**src/rtl/ram1_arbiter.sv**
```systemverilog
// ram1_arbiter: grants the single-port RAM1 SRAM to either instruction fetch
// or in-range data accesses, and runs each access as a SETUP/HOLD pair.
// Optional build macro: RAM1_ARB_FAIR_EN selects round-robin arbitration
// (tracked with last_owner); otherwise MEM always beats IF.
//
// Handshake: a requester raises req with its address/data and holds all of
// them stable until its one-cycle done/valid pulse, and drops req in that
// same cycle; a req still high at the end of HOLD is a new request.
module ram1_arbiter #(
  parameter int                ADDR_W     = 16,
  parameter logic [ADDR_W-1:0] RAM1_UPPER = 16'h8000,
  parameter logic [15:0]       NOP_INSTR  = 16'h0800
) (
  input  logic              clk,
  input  logic              rst,
  // instruction fetch port
  input  logic              if_req,
  input  logic [ADDR_W-1:0] if_addr,
  output logic              if_valid,
  output logic [15:0]       if_instr,
  output logic              if_stall,
  // data memory port
  input  logic              mem_req,
  input  logic              mem_we,
  input  logic [ADDR_W-1:0] mem_addr,
  input  logic [15:0]       mem_wdata,
  output logic [15:0]       mem_rdata,
  output logic              mem_done,
  output logic              mem_conflict,
  // SRAM pads
  output logic [17:0]       ram1_addr,
  output logic              ram1_en,
  output logic              ram1_oe,
  output logic              ram1_we,
  output logic [15:0]       ram1_dq_o,
  output logic              ram1_dq_oe,
  input  logic [15:0]       ram1_dq_i,
  // debug view of the sequencer state
  output logic [1:0]        dbg_state
);

  typedef enum logic [1:0] {
    S_IDLE  = 2'd0,
    S_SETUP = 2'd1,
    S_HOLD  = 2'd2
  } state_t;

  typedef enum logic {
    OWN_IF  = 1'b0,
    OWN_MEM = 1'b1
  } owner_t;

  state_t            state_q, state_d;
  owner_t            owner_q, owner_d;
  logic [ADDR_W-1:0] addr_q, addr_d;
  logic              we_q, we_d;
  logic [15:0]       wdata_q, wdata_d;
  logic              if_valid_q, if_valid_d;
  logic [15:0]       if_instr_q, if_instr_d;
  logic              mem_done_q, mem_done_d;
  logic [15:0]       mem_rdata_q, mem_rdata_d;

  logic mem_elig;
  logic grant_pt;
  logic pick_mem;

  assign mem_elig = mem_req & (mem_addr < RAM1_UPPER);
  assign grant_pt = (state_q == S_IDLE) || (state_q == S_HOLD);

`ifdef RAM1_ARB_FAIR_EN
  owner_t last_owner_q, last_owner_d;

  // On a tie the requester that did not win the previous grant goes first.
  assign pick_mem = mem_elig & (~if_req | (last_owner_q == OWN_IF));

  // Remember who won the most recent grant.
  always_comb begin
    last_owner_d = last_owner_q;
    if (grant_pt && (mem_elig || if_req)) begin
      last_owner_d = pick_mem ? OWN_MEM : OWN_IF;
    end
  end

  // Fairness history register.
  always_ff @(posedge clk or posedge rst) begin
    if (rst) begin
      last_owner_q <= OWN_MEM;
    end else begin
      last_owner_q <= last_owner_d;
    end
  end
`else
  // Fixed priority: data accesses always win a tie.
  assign pick_mem = mem_elig;
`endif

  // Next-state and access latching: grants happen in IDLE and at the end of HOLD.
  always_comb begin
    state_d = state_q;
    owner_d = owner_q;
    addr_d  = addr_q;
    we_d    = we_q;
    wdata_d = wdata_q;
    case (state_q)
      S_IDLE, S_HOLD: begin
        if (mem_elig || if_req) begin
          state_d = S_SETUP;
          if (pick_mem) begin
            owner_d = OWN_MEM;
            addr_d  = mem_addr;
            we_d    = mem_we;
            wdata_d = mem_wdata;
          end else begin
            owner_d = OWN_IF;
            addr_d  = if_addr;
            we_d    = 1'b0;
          end
        end else begin
          state_d = S_IDLE;
        end
      end
      S_SETUP: state_d = S_HOLD;
      default: state_d = S_IDLE;
    endcase
  end

  // Data return: read data is captured as SETUP closes, with a one-cycle pulse.
  always_comb begin
    if_valid_d  = (state_q == S_SETUP) && (owner_q == OWN_IF);
    mem_done_d  = (state_q == S_SETUP) && (owner_q == OWN_MEM);
    if_instr_d  = if_valid_d ? ram1_dq_i : NOP_INSTR;
    mem_rdata_d = mem_rdata_q;
    if (mem_done_d && !we_q) begin
      mem_rdata_d = ram1_dq_i;
    end
  end

  // State, latched access and returned data registers.
  always_ff @(posedge clk or posedge rst) begin
    if (rst) begin
      state_q     <= S_IDLE;
      owner_q     <= OWN_IF;
      addr_q      <= '0;
      we_q        <= 1'b0;
      wdata_q     <= '0;
      if_valid_q  <= 1'b0;
      if_instr_q  <= NOP_INSTR;
      mem_done_q  <= 1'b0;
      mem_rdata_q <= '0;
    end else begin
      state_q     <= state_d;
      owner_q     <= owner_d;
      addr_q      <= addr_d;
      we_q        <= we_d;
      wdata_q     <= wdata_d;
      if_valid_q  <= if_valid_d;
      if_instr_q  <= if_instr_d;
      mem_done_q  <= mem_done_d;
      mem_rdata_q <= mem_rdata_d;
    end
  end

  // SRAM strobes decode straight from state so reset releases them at once.
  // WE is low only in SETUP; write data stays driven through HOLD.
  always_comb begin
    ram1_en    = ~((state_q == S_SETUP) || (state_q == S_HOLD));
    ram1_oe    = ~((state_q == S_SETUP) && !we_q);
    ram1_we    = ~((state_q == S_SETUP) && we_q);
    ram1_dq_oe = ((state_q == S_SETUP) || (state_q == S_HOLD)) && we_q;
    ram1_dq_o  = wdata_q;
    ram1_addr  = 18'(addr_q);
  end

  assign if_valid     = if_valid_q;
  assign if_instr     = if_instr_q;
  assign if_stall     = if_req & ~if_valid_q;
  assign mem_done     = mem_done_q;
  assign mem_rdata    = mem_rdata_q;
  assign mem_conflict = mem_elig & if_req;
  assign dbg_state    = state_q;

endmodule
```
**config.mk**
```make
export PLATFORM = sky130hd
export DESIGN_NAME = ram1_arbiter
export DESIGN_NICKNAME = d
export VERILOG_FILES = /design/src/rtl/ram1_arbiter.sv
export SDC_FILE = /design/constraint.sdc
export NUM_CORES = 1
export LEC_CHECK = 0
export CORE_ASPECT_RATIO = 1.25
export CORE_UTILIZATION = 40
export CTS_CLUSTER_SIZE = 40
export DETAILED_ROUTE_END_ITERATION = 7
export PLACE_DENSITY = 0.78
export SKIP_CTS_REPAIR_TIMING = 1
export SLEW_MARGIN = 20
export SYNTH_ARGS = -nofsm -noshare
export SYNTH_HDL_FRONTEND = slang
export SYNTH_SLANG_ARGS = --single-unit
```
**constraint.sdc**
```tcl
create_clock -name clk -period 2.5 [get_ports clk]
set_input_delay 0.25 -clock clk [delete_from_list [all_inputs] [get_ports clk]]
set_output_delay 0.25 -clock clk [all_outputs]
set_load 0.02 [all_outputs]
```
Yosys cells after proc, flatten, opt, wreduce, memory -nomap -nowiden
Index checks and enable logic that the tools add are counted.
{"block": "classes", "n_lt_le_gt_ge": 1, "n_eq_ne": 2, "muxes": 6, "n_bitwise": 8, "n_reduce_logical": 13}
{"cell": "$mux W16", "count": 2}
{"cell": "$lt A16 B16 Y1 const B", "count": 1}
{"cell": "$logic_and A1 B1 Y1", "count": 6}
{"cell": "$not A1 Y1", "count": 5}
{"cell": "$pmux W2 S2", "count": 1}
{"cell": "$and A1 B1 Y1", "count": 3}
{"cell": "$mux W1", "count": 3}
{"cell": "$reduce_and A3 Y1", "count": 1}
{"cell": "$eq A2 B1 Y1 const B", "count": 1}
{"cell": "$eq A2 B2 Y1 const B", "count": 1}
{"cell": "$logic_not A2 Y1", "count": 1}
{"cell": "$logic_or A1 B1 Y1", "count": 2}
{"cell": "$reduce_and A2 Y1", "count": 1}
{"cell": "$reduce_or A2 Y1", "count": 1}
{"cell": "$logic_not A1 Y1", "count": 1}
{"block": "totals", "ff_bits": 70, "input_bits": 69, "out_inout_bits": 76, "word_cells": 39}

Logic depth before layout (Yosys ltp)
{"block": "depth", "depth_word": 5, "mapped_depth": 6, "depth_no_buf": 5}

Least setup slack after synthesis
OpenSTA, ideal clock, no wires.
{"block": "synth_timing", "path_kind": "reg-to-reg", "start": "register state_q[0], in the netlist dbg_state[0]", "end": "register addr_q[0]", "setup_time_ps": 125, "arrival_time_ps": 1571, "required_time_ps": 2375, "setup_slack_ps": 804, "stages_incl_launch_ff": 7, "path_cell_list": "dfrtp_1 > inv_1 > ha_1 > nor2_2 > a21oi_4 > buf_6 > mux2_4"}
{"block": "synth_between", "elab_chain_cells": 3, "elab_cells_between_ends": 4}
{"item": "start: declaration", "line_no": "53", "source": "state_t state_q, state_d;"}
{"item": "start signal: assignment", "line_no": "151", "source": "state_q <= state_d;"}
{"item": "$eq A2 B2 Y1 / $logic_not A2 Y1 (equally long branches)", "line_no": "104", "source": "case (state_q)"}
{"item": "$reduce_or A2 Y1 *", "line_no": "104"}
{"item": "$reduce_and A2 Y1 (no line) *"}
{"item": "end signal: assignment", "line_no": "153", "source": "addr_q <= addr_d;"}
{"item": "end: declaration", "line_no": "55", "source": "logic [ADDR_W-1:0] addr_q, addr_d;"}
Every way passes the cells marked *; elsewhere a longest branch is shown, timed or not.
A chain may end at the register's enable or synchronous reset.

Final worst setup path
{"block": "layout_timing", "start": "register state_q[0], in the netlist dbg_state[0]", "end": "output port ram1_dq_oe"}
{"block": "layout_between", "elab_chain_cells": 3, "elab_cells_between_ends": 4}
{"item": "$eq A2 B1 Y1 / $eq A2 B2 Y1 (equally long branches)", "line_no": "169", "source": "ram1_dq_oe = ((state_q == S_SETUP) || (state_q == S_HOLD)) && we_q;"}
{"item": "$logic_or A1 B1 Y1 *", "line_no": "169"}
{"item": "$logic_and A1 B1 Y1 *", "line_no": "169"}
{"item": "end: declaration", "line_no": "36", "source": "output logic ram1_dq_oe,"}
Marks and branches as above.

==> impl_metrics.yaml <==
outcome:
  outcome: "completed"
worst_setup_path:
  end_kind: "primary output"
  crit_path_start_kind: "register"
  crit_path_max_fanout: 5
  path_class: "register to primary output"
  cp_data_required_time_ns: 2.25
  arrival_ns: 1.87
logic_synthesis:
  syn_area_sq_mm: 0.002915
  synth_top_cell_area_share_pct: 59.23
  synth-async-reset-ratio_pct: 100.0
  yosysMostFrequentCell: "dfrtp_1"
  synth_ff_type: "dfrtp_1"
  synth-edff-count: 0
  yosys.area.top_type: "dfrtp_1"
  ys_seq_area_share_pct: 60.13
  yosysWarnings: 0
  synth_cells: 187
  synth_area_leaders: "dfrtp_1, mux2_2, mux2_4, and2_1, ha_1"
  ys_ff_latch: 70
  avgSynthCellArea_sq_um: 15.59
  ys_types: 26
  synth_common_cells: "dfrtp_1, mux2_2, and2_1, mux2_4, inv_1"
timing:
  setup_viol: 0
  min_period_ns: 2.123
  tns_ns: 0
  rsz0062_at_grt: "no"
  max_slew_margin_pct: 64.45
  worstMarginPinSlew_ns: 0.5325
  post-route-period-util_pct: 84.93
  timing.fmax_ghz: 0.4710
  fin_hold_ws_ns: 0.2800
  final-hold-violation-count: 0
  drv_slew: 0
  fin_skew_ns: 0.007592
layout:
  fillers: 561
  area_growth_pct: 57.77
  multi_input_area_sq_mm: 0.001062
  seqCellArea_sq_mm: 0.001753
  diodes: 0
  nets: 411
  drive_gt1_share_pct: 25.44
hold_path:
  hold_path.class: "input pin to async pin"
placement:
  hpwl_microns: 4836
  io_buffers: 142
  finalWeightedCongestion: 0.6952
clock_tree:
  clkSinkCount: 70
  clockRootBuffer: "clkbuf_8"
  cts_tree: "done"
  htreeDepth: 3
  cts_made_buffers: 9
  clk_latency_ns: 0.33
  path_clk_slew_ns: 0.07
  clockBufferDepth: 2
power:
  p_per_area_mw_per_mm2: 1223
  leakagePower_nw: 2.010
  ir_drop_v: 0.0006276
die:
  coreArea_sq_mm: 0.007019
  rows: 34
  dieArea_sq_mm: 0.007636
  start_util_pct: 41.53
  design.portCount: 145
  die_x_microns: 78.36
  fp.dieH_microns: 97.45
detailed_routing:
  drc: 0
  routed_wl_microns: 6429
  wirelength_met1_microns: 2502
  num_vias: 1999
  top_layer_used: "met4"
  drtIter0Drc: 60
  wl_met3_microns: 511
  vias_per_cell: 4.627
  route.detailed.wl_per_inst_microns: 14.88
  drtAntennaViolNets: 0
  dr_wl_met2_microns: 3293
  first_pass_iters: 4
run:
  maxCapViolations: 0
grt:
  groute.usage.overall_pct: 18.21
  grt_pass1_wl_microns: 10560
  grt_max_degree: 37
  grt_antenna_before_repair: 0
  grt_pass1_vias: 2244
  grt-ovfl-total: 0
critical path, cell delays in order, from the launching register on:
cell,delay (ns)
dfrtp_1,0.42
inv_1,0.09
ha_1,0.28
inv_1,0.05
nor2_1,0.09
clkdlybuf4s50_1,0.60
stage by stage:
step	worst slack, ns	power (W)	instance area (sq um)	util, %	cells
floorplan	0.4834	0.003458	2919	-	188
global placement	0.4840	0.004761	4418	62.94	416
detailed placement	0.4357	0.004831	4418	62.94	416
CTS	0.3478	0.005697	4599	65.53	432
global route	0.2570	0.005937	4599	65.53	432
finish	0.3767	0.005625	4599	65.53	432
per-layer routing:
metal	GRT usage (%)	vias up
met1	20.43	974
met4	7.835	0
li1	-	927
met3	5.446	12
met5	0	-
met2	31.58	86
sequential cells by signal (all words and copies together) (netlist names), 2 cells and up:
| signal | count |
|---|---|
| addr_q | 16 |
| if_instr | 16 |
| mem_rdata | 16 |
| ram1_dq_o | 16 |
| dbg_state | 2 |
power breakdown:
part / switching (W) / total, W / internal (W) / leakage (nW)
Sequential: 0.000252 / 0.00189 / 0.00164 / 0.856
Clock: 0.000394 / 0.000849 / 0.000455 / 0.0968
Combinational: 0.00133 / 0.00288 / 0.00155 / 1.06
Total: 0.00198 / 0.00563 / 0.00365 / 2.01
final timing paths:
kind | slack, ns | to | startpoint | depth (start not counted)
worst max-delay path | 0.38 | ram1_dq_oe | dbg_state[0] | 5
worst min-delay path | 0.28 | addr_q[13] | rst | 2
worst max register to register | 0.74 | addr_q[5] | dbg_state[0] | 6
worst min register to register | 0.51 | ram1_dq_o[11] | ram1_dq_o[11] | 1
max in group asynchronous | 1.59 | if_instr[11] | rst | 3
min in group clk | 0.49 | we_q | mem_we | 2
logic make-up after synthesis:
kind of cell             after synthesis  share of synthesized area [%]
AO/OA/AOI/OAI                          6                          1.889
adder cells (fa/ha/maj)                5                          2.146
buffers and inverters                 15                          3.562
flip-flops                            70                          60.13
multiplexers                          62                          26.01
other                                  1                         0.1286
AND/OR/NAND/NOR                       28                          6.138
layout make-up:
class / count / share of cell area [%]
Tap cell: 90 / 2.448
Clock inverter: 5 / 1.088
Multi-Input combinational cell: 103 / 23.10
Timing Repair Buffer: 146 / 31.83
Clock buffer: 11 / 2.856
Sequential cell: 70 / 38.11
Inverter: 7 / 0.5713
layout by cell type, fill, tap and decap left out:
cell type and n:
dfrtp_1 69, bufinv_16 1, mux2_2 46, conb_1 2, clkinv_2 4, nor2_4 1
clkbuf_1 2, inv_2 1, ha_1 5, and2_1 16, nor2_2 1, o21ai_0 1
a22o_1 1, buf_12 1, a21oi_4 1, nand3_2 1, inv_1 6, nand2b_4 1
clkdlybuf4s50_1 142, dfstp_2 1, o2bb2ai_1 2, nand2b_1 1, nor2b_1 2, buf_4 3
clkbuf_8 9, nor2_1 3, a21o_1 1, mux2_4 16, nand2_1 2
Note: power is estimated with default switching activity, not from simulation.
